[config.mk]
export PLATFORM = sky130hd
export DESIGN_NAME = gray_fifo_ptr_ctrl
export DESIGN_NICKNAME = d
export VERILOG_FILES = /design/src/rtl/gray_fifo_ptr_ctrl.sv
export SDC_FILE = /design/constraint.sdc
export NUM_CORES = 1
export LEC_CHECK = 0
export CAP_MARGIN = 20
export CORE_ASPECT_RATIO = 0.7
export CORE_UTILIZATION = 32
export DETAILED_ROUTE_END_ITERATION = 10
export PLACE_DENSITY = 0.64
export SYNTH_ARGS = -nofsm -noshare
export SYNTH_HDL_FRONTEND = slang
export SYNTH_SLANG_ARGS = --single-unit
export TNS_END_PERCENT = 1
[constraint.sdc]
create_clock -name clk_i -period 2.8 [get_ports clk_i]
set_input_delay 0.28 -clock clk_i [delete_from_list [all_inputs] [get_ports clk_i]]
set_output_delay 0.28 -clock clk_i [all_outputs]
set_load 0.03 [all_outputs]
[src/rtl/gray_fifo_ptr_ctrl.sv]
// Single-clock FIFO pointer controller that keeps read/write pointers in Gray code.
// Optional almost-full/almost-empty flags are enabled by defining GRAY_FIFO_ALMOST_EN.

module gray2bin #(
  parameter int WIDTH = 5
) (
  input  logic [WIDTH-1:0] gray_i,
  output logic [WIDTH-1:0] bin_o
);
  // Each binary bit is the XOR of all Gray bits at or above its position.
  for (genvar i = 0; i < WIDTH; i++) begin : g_bit
    assign bin_o[i] = ^(gray_i >> i);
  end
endmodule

module gray_fifo_ptr_ctrl #(
  parameter int ADDR_WIDTH = 4
) (
  input  logic                  clk_i,
  input  logic                  rst_i,
  input  logic                  flush_i,
  input  logic                  wr_en_i,
  input  logic                  rd_en_i,
`ifdef GRAY_FIFO_ALMOST_EN
  input  logic [ADDR_WIDTH:0]   afull_thr_i,
  input  logic [ADDR_WIDTH:0]   aempty_thr_i,
  output logic                  afull_o,
  output logic                  aempty_o,
`endif
  output logic                  wr_acc_o,
  output logic                  rd_acc_o,
  output logic [ADDR_WIDTH-1:0] waddr_o,
  output logic [ADDR_WIDTH-1:0] raddr_o,
  output logic [ADDR_WIDTH:0]   wgray_o,
  output logic [ADDR_WIDTH:0]   rgray_o,
  output logic                  full_o,
  output logic                  empty_o,
  output logic [ADDR_WIDTH:0]   count_o,
  output logic                  ovf_o,
  output logic                  unf_o
);
  localparam int PW = ADDR_WIDTH + 1;

  logic [PW-1:0] wgray_q, wgray_d;
  logic [PW-1:0] rgray_q, rgray_d;
  logic [PW-1:0] count_q, count_d;
  logic          full_q, full_d;
  logic          empty_q, empty_d;
  logic          ovf_q, ovf_d;
  logic          unf_q, unf_d;
  logic [PW-1:0] wbin, rbin;
  logic [PW-1:0] wbin_nxt, rbin_nxt;
  logic          wr_acc, rd_acc;
`ifdef GRAY_FIFO_ALMOST_EN
  logic          afull_q, afull_d;
  logic          aempty_q, aempty_d;
`endif

  gray2bin #(.WIDTH(PW)) u_wg2b (.gray_i(wgray_q), .bin_o(wbin));
  gray2bin #(.WIDTH(PW)) u_rg2b (.gray_i(rgray_q), .bin_o(rbin));

  always_comb begin
    wr_acc   = wr_en_i & ~full_q  & ~flush_i;
    rd_acc   = rd_en_i & ~empty_q & ~flush_i;
    wbin_nxt = wbin + PW'(wr_acc);
    rbin_nxt = rbin + PW'(rd_acc);
    if (flush_i) begin
      wbin_nxt = '0;
      rbin_nxt = '0;
    end
    wgray_d = wbin_nxt ^ (wbin_nxt >> 1);
    rgray_d = rbin_nxt ^ (rbin_nxt >> 1);
    // Flags look at the pointers as they will be after this edge.
    empty_d = (wgray_d == rgray_d);
    full_d  = (wgray_d == {~rgray_d[ADDR_WIDTH:ADDR_WIDTH-1], rgray_d[ADDR_WIDTH-2:0]});
    count_d = wbin_nxt - rbin_nxt;
    ovf_d   = wr_en_i & full_q  & ~flush_i;
    unf_d   = rd_en_i & empty_q & ~flush_i;
`ifdef GRAY_FIFO_ALMOST_EN
    afull_d  = (count_d >= afull_thr_i);
    aempty_d = (count_d <= aempty_thr_i);
`endif
  end

  always_ff @(posedge clk_i) begin
    if (rst_i) begin
      wgray_q  <= '0;
      rgray_q  <= '0;
      count_q  <= '0;
      full_q   <= 1'b0;
      empty_q  <= 1'b1;
      ovf_q    <= 1'b0;
      unf_q    <= 1'b0;
`ifdef GRAY_FIFO_ALMOST_EN
      afull_q  <= (afull_thr_i == '0);
      aempty_q <= 1'b1;
`endif
    end else begin
      wgray_q  <= wgray_d;
      rgray_q  <= rgray_d;
      count_q  <= count_d;
      full_q   <= full_d;
      empty_q  <= empty_d;
      ovf_q    <= ovf_d;
      unf_q    <= unf_d;
`ifdef GRAY_FIFO_ALMOST_EN
      afull_q  <= afull_d;
      aempty_q <= aempty_d;
`endif
    end
  end

  assign wr_acc_o = wr_acc;
  assign rd_acc_o = rd_acc;
  assign waddr_o  = wbin[ADDR_WIDTH-1:0];
  assign raddr_o  = rbin[ADDR_WIDTH-1:0];
  assign wgray_o  = wgray_q;
  assign rgray_o  = rgray_q;
  assign full_o   = full_q;
  assign empty_o  = empty_q;
  assign count_o  = count_q;
  assign ovf_o    = ovf_q;
  assign unf_o    = unf_q;
`ifdef GRAY_FIFO_ALMOST_EN
  assign afull_o  = afull_q;
  assign aempty_o = aempty_q;
`endif

endmodule

Word-level counts from Yosys, hierarchy flattened
Cells that the tools add are included.

operators by class
  bitwise logic cells = 14
  equal/unequal tests = 2
  $add $sub $neg = 3
  reduce and logical (&&, ||, !) cells = 10
  multiplexer cells = 2

operator list
  kind              count
  $reduce_xor 5->1  10
  $add 5x1->5       2
  $eq 5x5->1        2
  $mux 5            2
  $xor 5x4->5       2
  $and 1x1->1       8
  $sub 5x5->5       1
  $not 1->1         3
  $not 2->2         1

storage, ports and cells
  logic and storage cells = 38
  output and inout port bits = 29
  register bits after elaboration = 19
  input port bits = 5

Longest topological paths before layout
  depth after elaboration = 8
  depth in mapped cells = 14
  gate-level depth less buffers = 14

Hierarchy
From an unflattened synthesis, not the netlist that was laid out.

unflattened totals
  cell total of the unflattened synthesis = 115
  area, all modules = 1174.9 µm²

modules (own cells, without submodules)
  module              times used  cells an instance  area each (µm²)  sequential area each (µm²)
  gray_fifo_ptr_ctrl  1           103                1029.7           380.4
  gray2bin            2           6                  72.6             0.0

Worst setup path before layout
OpenSTA, ideal clock, no wires.

  path kind = flip-flop to flip-flop
  from = register rgray_q[3] (netlist: rgray_o[3])
  to = register full_q (netlist: full_o)
  stages on the path, launching flop included = 13
  path slack = -1.453 ns
  arrival time = 4.150 ns
  setup time = 0.103 ns
  cells stage by stage = dfxtp_1 -> xor2_2 -> xnor2_1 -> xnor2_1 -> xor2_1 -> ha_1 -> ha_1 -> xnor2_1 -> xnor2_1 -> xnor2_1 -> xnor2_1 -> nand3_1 -> a2111oi_2

on the way
  word-level cells in the longest chain between the ends = 6
  elaborated cells on any way between the ends = 9
  classes of those cells = 1 x add/sub; 1 x eq/ne; 1 x mux; 2 x bitwise; 4 x reduce/logical

RTL lines
  item                      RTL line  source
  start: declaration        45        logic [PW-1:0] rgray_q, rgray_d;
  start signal: assignment  100       rgray_q <= rgray_d;
  $reduce_xor 5->1 *        12        assign bin_o[i] = ^(gray_i >> i);
  named net raddr_o[3]      33        output logic [ADDR_WIDTH-1:0] raddr_o,
  $add 5x1->5 *             66        rbin_nxt = rbin + PW'(rd_acc);
  $mux 5 *                  67        if (flush_i) begin
  $xor 5x4->5 *             72        rgray_d = rbin_nxt ^ (rbin_nxt >> 1);
  $not 2->2                 75        full_d = (wgray_d == {~rgray_d[ADDR_WIDTH:ADDR_WIDTH-1], rgray_d[ADDR_WIDTH-2:0]});
  $eq 5x5->1 *              75
  end signal: assignment    102       full_q <= full_d;
  end: declaration          47        logic full_q, full_d;

Mark *: on every way through the listed nets, which the timed path passes. The rest lies on a longest branch.
A chain may end at the register's enable or synchronous reset.

Worst setup path in the final report
  from = register rgray_q[4] (netlist: rgray_o[4])
  to = register full_q (netlist: full_o)

on the way
  word-level cells in the longest chain between the ends = 6
  elaborated cells on any way between the ends = 10
  classes of those cells = 1 x add/sub; 1 x eq/ne; 1 x mux; 2 x bitwise; 5 x reduce/logical

RTL lines
  item              RTL line
  $reduce_xor 5->1  12
  $add 5x1->5 *     66
  $mux 5 *          67
  $xor 5x4->5 *     72
  $not 2->2         75
  $eq 5x5->1 *      75

Every way passes the cells marked *; elsewhere a longest branch is shown, timed or not.

==> run_results.csv <==
group,metric,value,unit
critical_path,path_class,"flop to flop",
floorplanning,core,0.00321,mm²
critical_path,crit_top_cell,"xnor2_1",
cells_and_area,n_antenna_cell,0,
floorplanning,placementRows,17,
sta,finalSetupViolCount,0,
drt,remaining_drc_errors,0,
sta,rsz0062_at_grt,"yes",
clock_tree,insertion_delay,250,ps
sta,relSlewSlack,0.688,
cells_and_area,layout.nets,182,
placement,dp_hpwl,2060,µm
global_routing,grt_use_total,0.148,
logic_synthesis,syn-instance-count,118,
sta,drv_slew,0,
clock_tree,cts_root_buffer,"clkbuf_8",
clock_tree,clockBufferDepth,2,
critical_path,rr_startpoint,"rgray_o[4]",
logic_synthesis,syn_area_per_cell,9.35,µm²
logic_synthesis,synth_cell_types,23,
drt,vias_per_cell,4.28,
logic_synthesis,syn_nets,132,
logic_synthesis,synth_top_cell_area_share,0.345,
floorplanning,die_area,0.00369,mm²
cells_and_area,area_growth,68.6,%
floorplanning,die_h,51.1,µm
drt,firstDrtPassIters,4,
clock_tree,cts_buffers,3,
floorplanning,fp.dieW,72.2,µm
placement,place_ws,-89.7,ps
critical_path,slowest_delay,370,ps
drt,vias,915,
cells_and_area,layout-drive-gt1-share,0.269,
cells_and_area,final_util,0.579,
critical_path,timing.rr.end,"full_o",
critical_path,critPathArrivalTime,2850,ps
placement,gp_congestion,0.761,
critical_path,ff2ff_path_depth,12,
global_routing,grt_max_degree,13,
clock_tree,h-tree-depth,1,
logic_synthesis,synthFlopType,"dfxtp_1",
sta,min_period_over_period,0.963,
critical_path,reg2reg_setup_slack,100,ps
logic_synthesis,async_reset_ff_frac,0,
logic_synthesis,synth_top_cell_by_area,"dfxtp_1",
clock_tree,cts_hold_buf,0,
logic_synthesis,synth_area_leaders,"dfxtp_1 (34%), xnor2_1 (14%), ha_1 (9.1%), xor2_1 (6.3%), nor2_1 (5.8%)",
placement,io_buffers,33,
sta,finalSetupTns,0,ps
drt,wl_per_cell,11.8,µm
sta,min_period,2700,ps
global_routing,antenna_found_initial,0,
hold_path,hold_class,"flop to flop",
cells_and_area,multiInputGateArea,892,µm²
logic_synthesis,netlist_area,0.00110,mm²
critical_path,cp_max_fo,3,
hold_path,hold_depth,1,
global_routing,grt_pass1_vias,896,
sta,hold_viol_final,0,
critical_path,crit_chain,"xor2_4, xnor2_4, xnor2_4, xor2_4, ha_4, ha_4, xnor2_2, xnor2_1, xnor2_1, xnor2_1, nand3_1, a2111oi_2",
critical_path,slowest_stage,"dfxtp_4",
clock_tree,clk_pin_slew,70,ps
cells_and_area,mostFrequentLayoutCells,"clkdlybuf4s50_1 (33), nor2_1 (17), dfxtp_1 (15), buf_4 (15), xnor2_1 (13)",
floorplanning,io_pins,34,
sta,fmax,0.371,GHz
cells_and_area,regArea,395,µm²
power_and_ir_drop,p_per_area,287,mW/mm²
logic_synthesis,yosysSeqAreaShare,0.345,
clock_tree,clock_sinks,19,
drt,dr.first_iter.drc_count,24,
logic_synthesis,synth-edff-count,0,
critical_path,start_kind,"flop",
flow_run,drv_cap,0,
sta,holdWs,493,ps
sta,tightest_slew,467,ps
power_and_ir_drop,max-vdd-ir-drop,216,µV
power_and_ir_drop,p_leak,0.733,nW
logic_synthesis,ys_seq_elements,19,
logic_synthesis,synth-warning-count,0,
drt,totalWireLength,2520,µm
sta,setup_slack,104,ps
critical_path,worstSetupEndpointType,"flop",
power_and_ir_drop,power,0.535,mW
cells_and_area,fillers,283,
floorplanning,start_util,0.344,
hold_path,min_to,"unf_o",
cells_and_area,layout_commonest_cell,"clkdlybuf4s50_1",
global_routing,grt_pass1_wl,4130,µm
critical_path,cp.required,2960,ps
global_routing,grt-ovfl-total,0,
clock_tree,cts_tree,"done",
drt,postRouteAntennaNets,0,
outcome,status,"complete, no violations",
sta,fin_skew,2.94,ps
hold_path,min_from,"empty_o",
==> stage by stage <==
stage / cell area (µm²) / std cells
floorplan: 1270 / 118
global placement: 1740 / 207
detailed placement: 1740 / 207
CTS: 1810 / 213
global route: 1860 / 214
finish: 1860 / 214
==> registers in the layout, summed over array words and instances (netlist names) <==
name,flops
ovf_o,1
full_o,1
count_o,5
empty_o,1
rgray_o,5
unf_o,1
wgray_o,5
==> layer usage <==
metal / wire [µm] / track usage
met4: 7 / 0.0196
met3: 136 / 0.0473
met5: 0 / 0
met2: 1120 / 0.241
met1: 1250 / 0.197
==> what timing repair did <==
item | in CTS | in global routing
endpoints found under the setup margin | 3 | 4
pin swaps | 3 | 6
gates resized for setup | 1 | 9
cloned | 0 | 0
buffers inserted | 2 | 1
==> power by group <==
group / total, mW / switching (mW) / internal [mW]
sequential: 0.273 / 0.00281 / 0.270
combinational: 0.0688 / 0.0375 / 0.0312
clock: 0.193 / 0.0915 / 0.101
total: 0.535 / 0.132 / 0.403
==> critical path: cells and delay by family (launching register included) <==
kind | cells | cell delay, ps
xor+xnor | 8 | 1440
flops | 1 | 370
fa+ha+maj | 2 | 370
compound gates | 1 | 300
simple gates | 1 | 130
==> cell families after synthesis <==
group                      synth area share
AOI/OAI and AO/OA                    0.0453
xor gates and xnor gates              0.251
adders and majority gates             0.109
buffers and inverters                0.0340
DFF                                   0.345
muxes                                0.0544
and+or+nand+nor                       0.162
==> cell type report <==
class,instances,share of cell area
clock buffers,4,0.0242
inverters,7,0.0141
multi-input cells,89,0.479
flip-flops and latches,19,0.213
well taps,47,0.0316
repair buffers,48,0.238
==> synth_stat cells (2+ instances only) <==
| library cell | count |
|---|---|
| nor3b_1 | 2 |
| xnor2_1 | 18 |
| xor2_1 | 8 |
| nor2b_1 | 2 |
| nand2_1 | 6 |
| mux2i_1 | 6 |
| nor3_1 | 2 |
| ha_1 | 8 |
| inv_1 | 7 |
| nor2_1 | 17 |
| dfxtp_1 | 19 |
| a21o_1 | 2 |
| or2_2 | 2 |
| clkbuf_1 | 3 |
| and3_1 | 2 |
| xor2_2 | 2 |
| nand2b_1 | 4 |
| a21oi_1 | 3 |
==> worst max path at each step <==
stage               startpoint  cells past startpoint  slack [ps]         end
floorplan           rgray_o[4]                     12        -450      full_o
global placement    wgray_o[3]                     13         -20  count_o[4]
detailed placement  wgray_o[3]                     13         -90  count_o[4]
CTS                 rgray_o[4]                     13          10  count_o[4]
global route        rgray_o[4]                     12         -90      full_o
finish              rgray_o[4]                     12         100      full_o
Power figures use the tool's default switching activity.
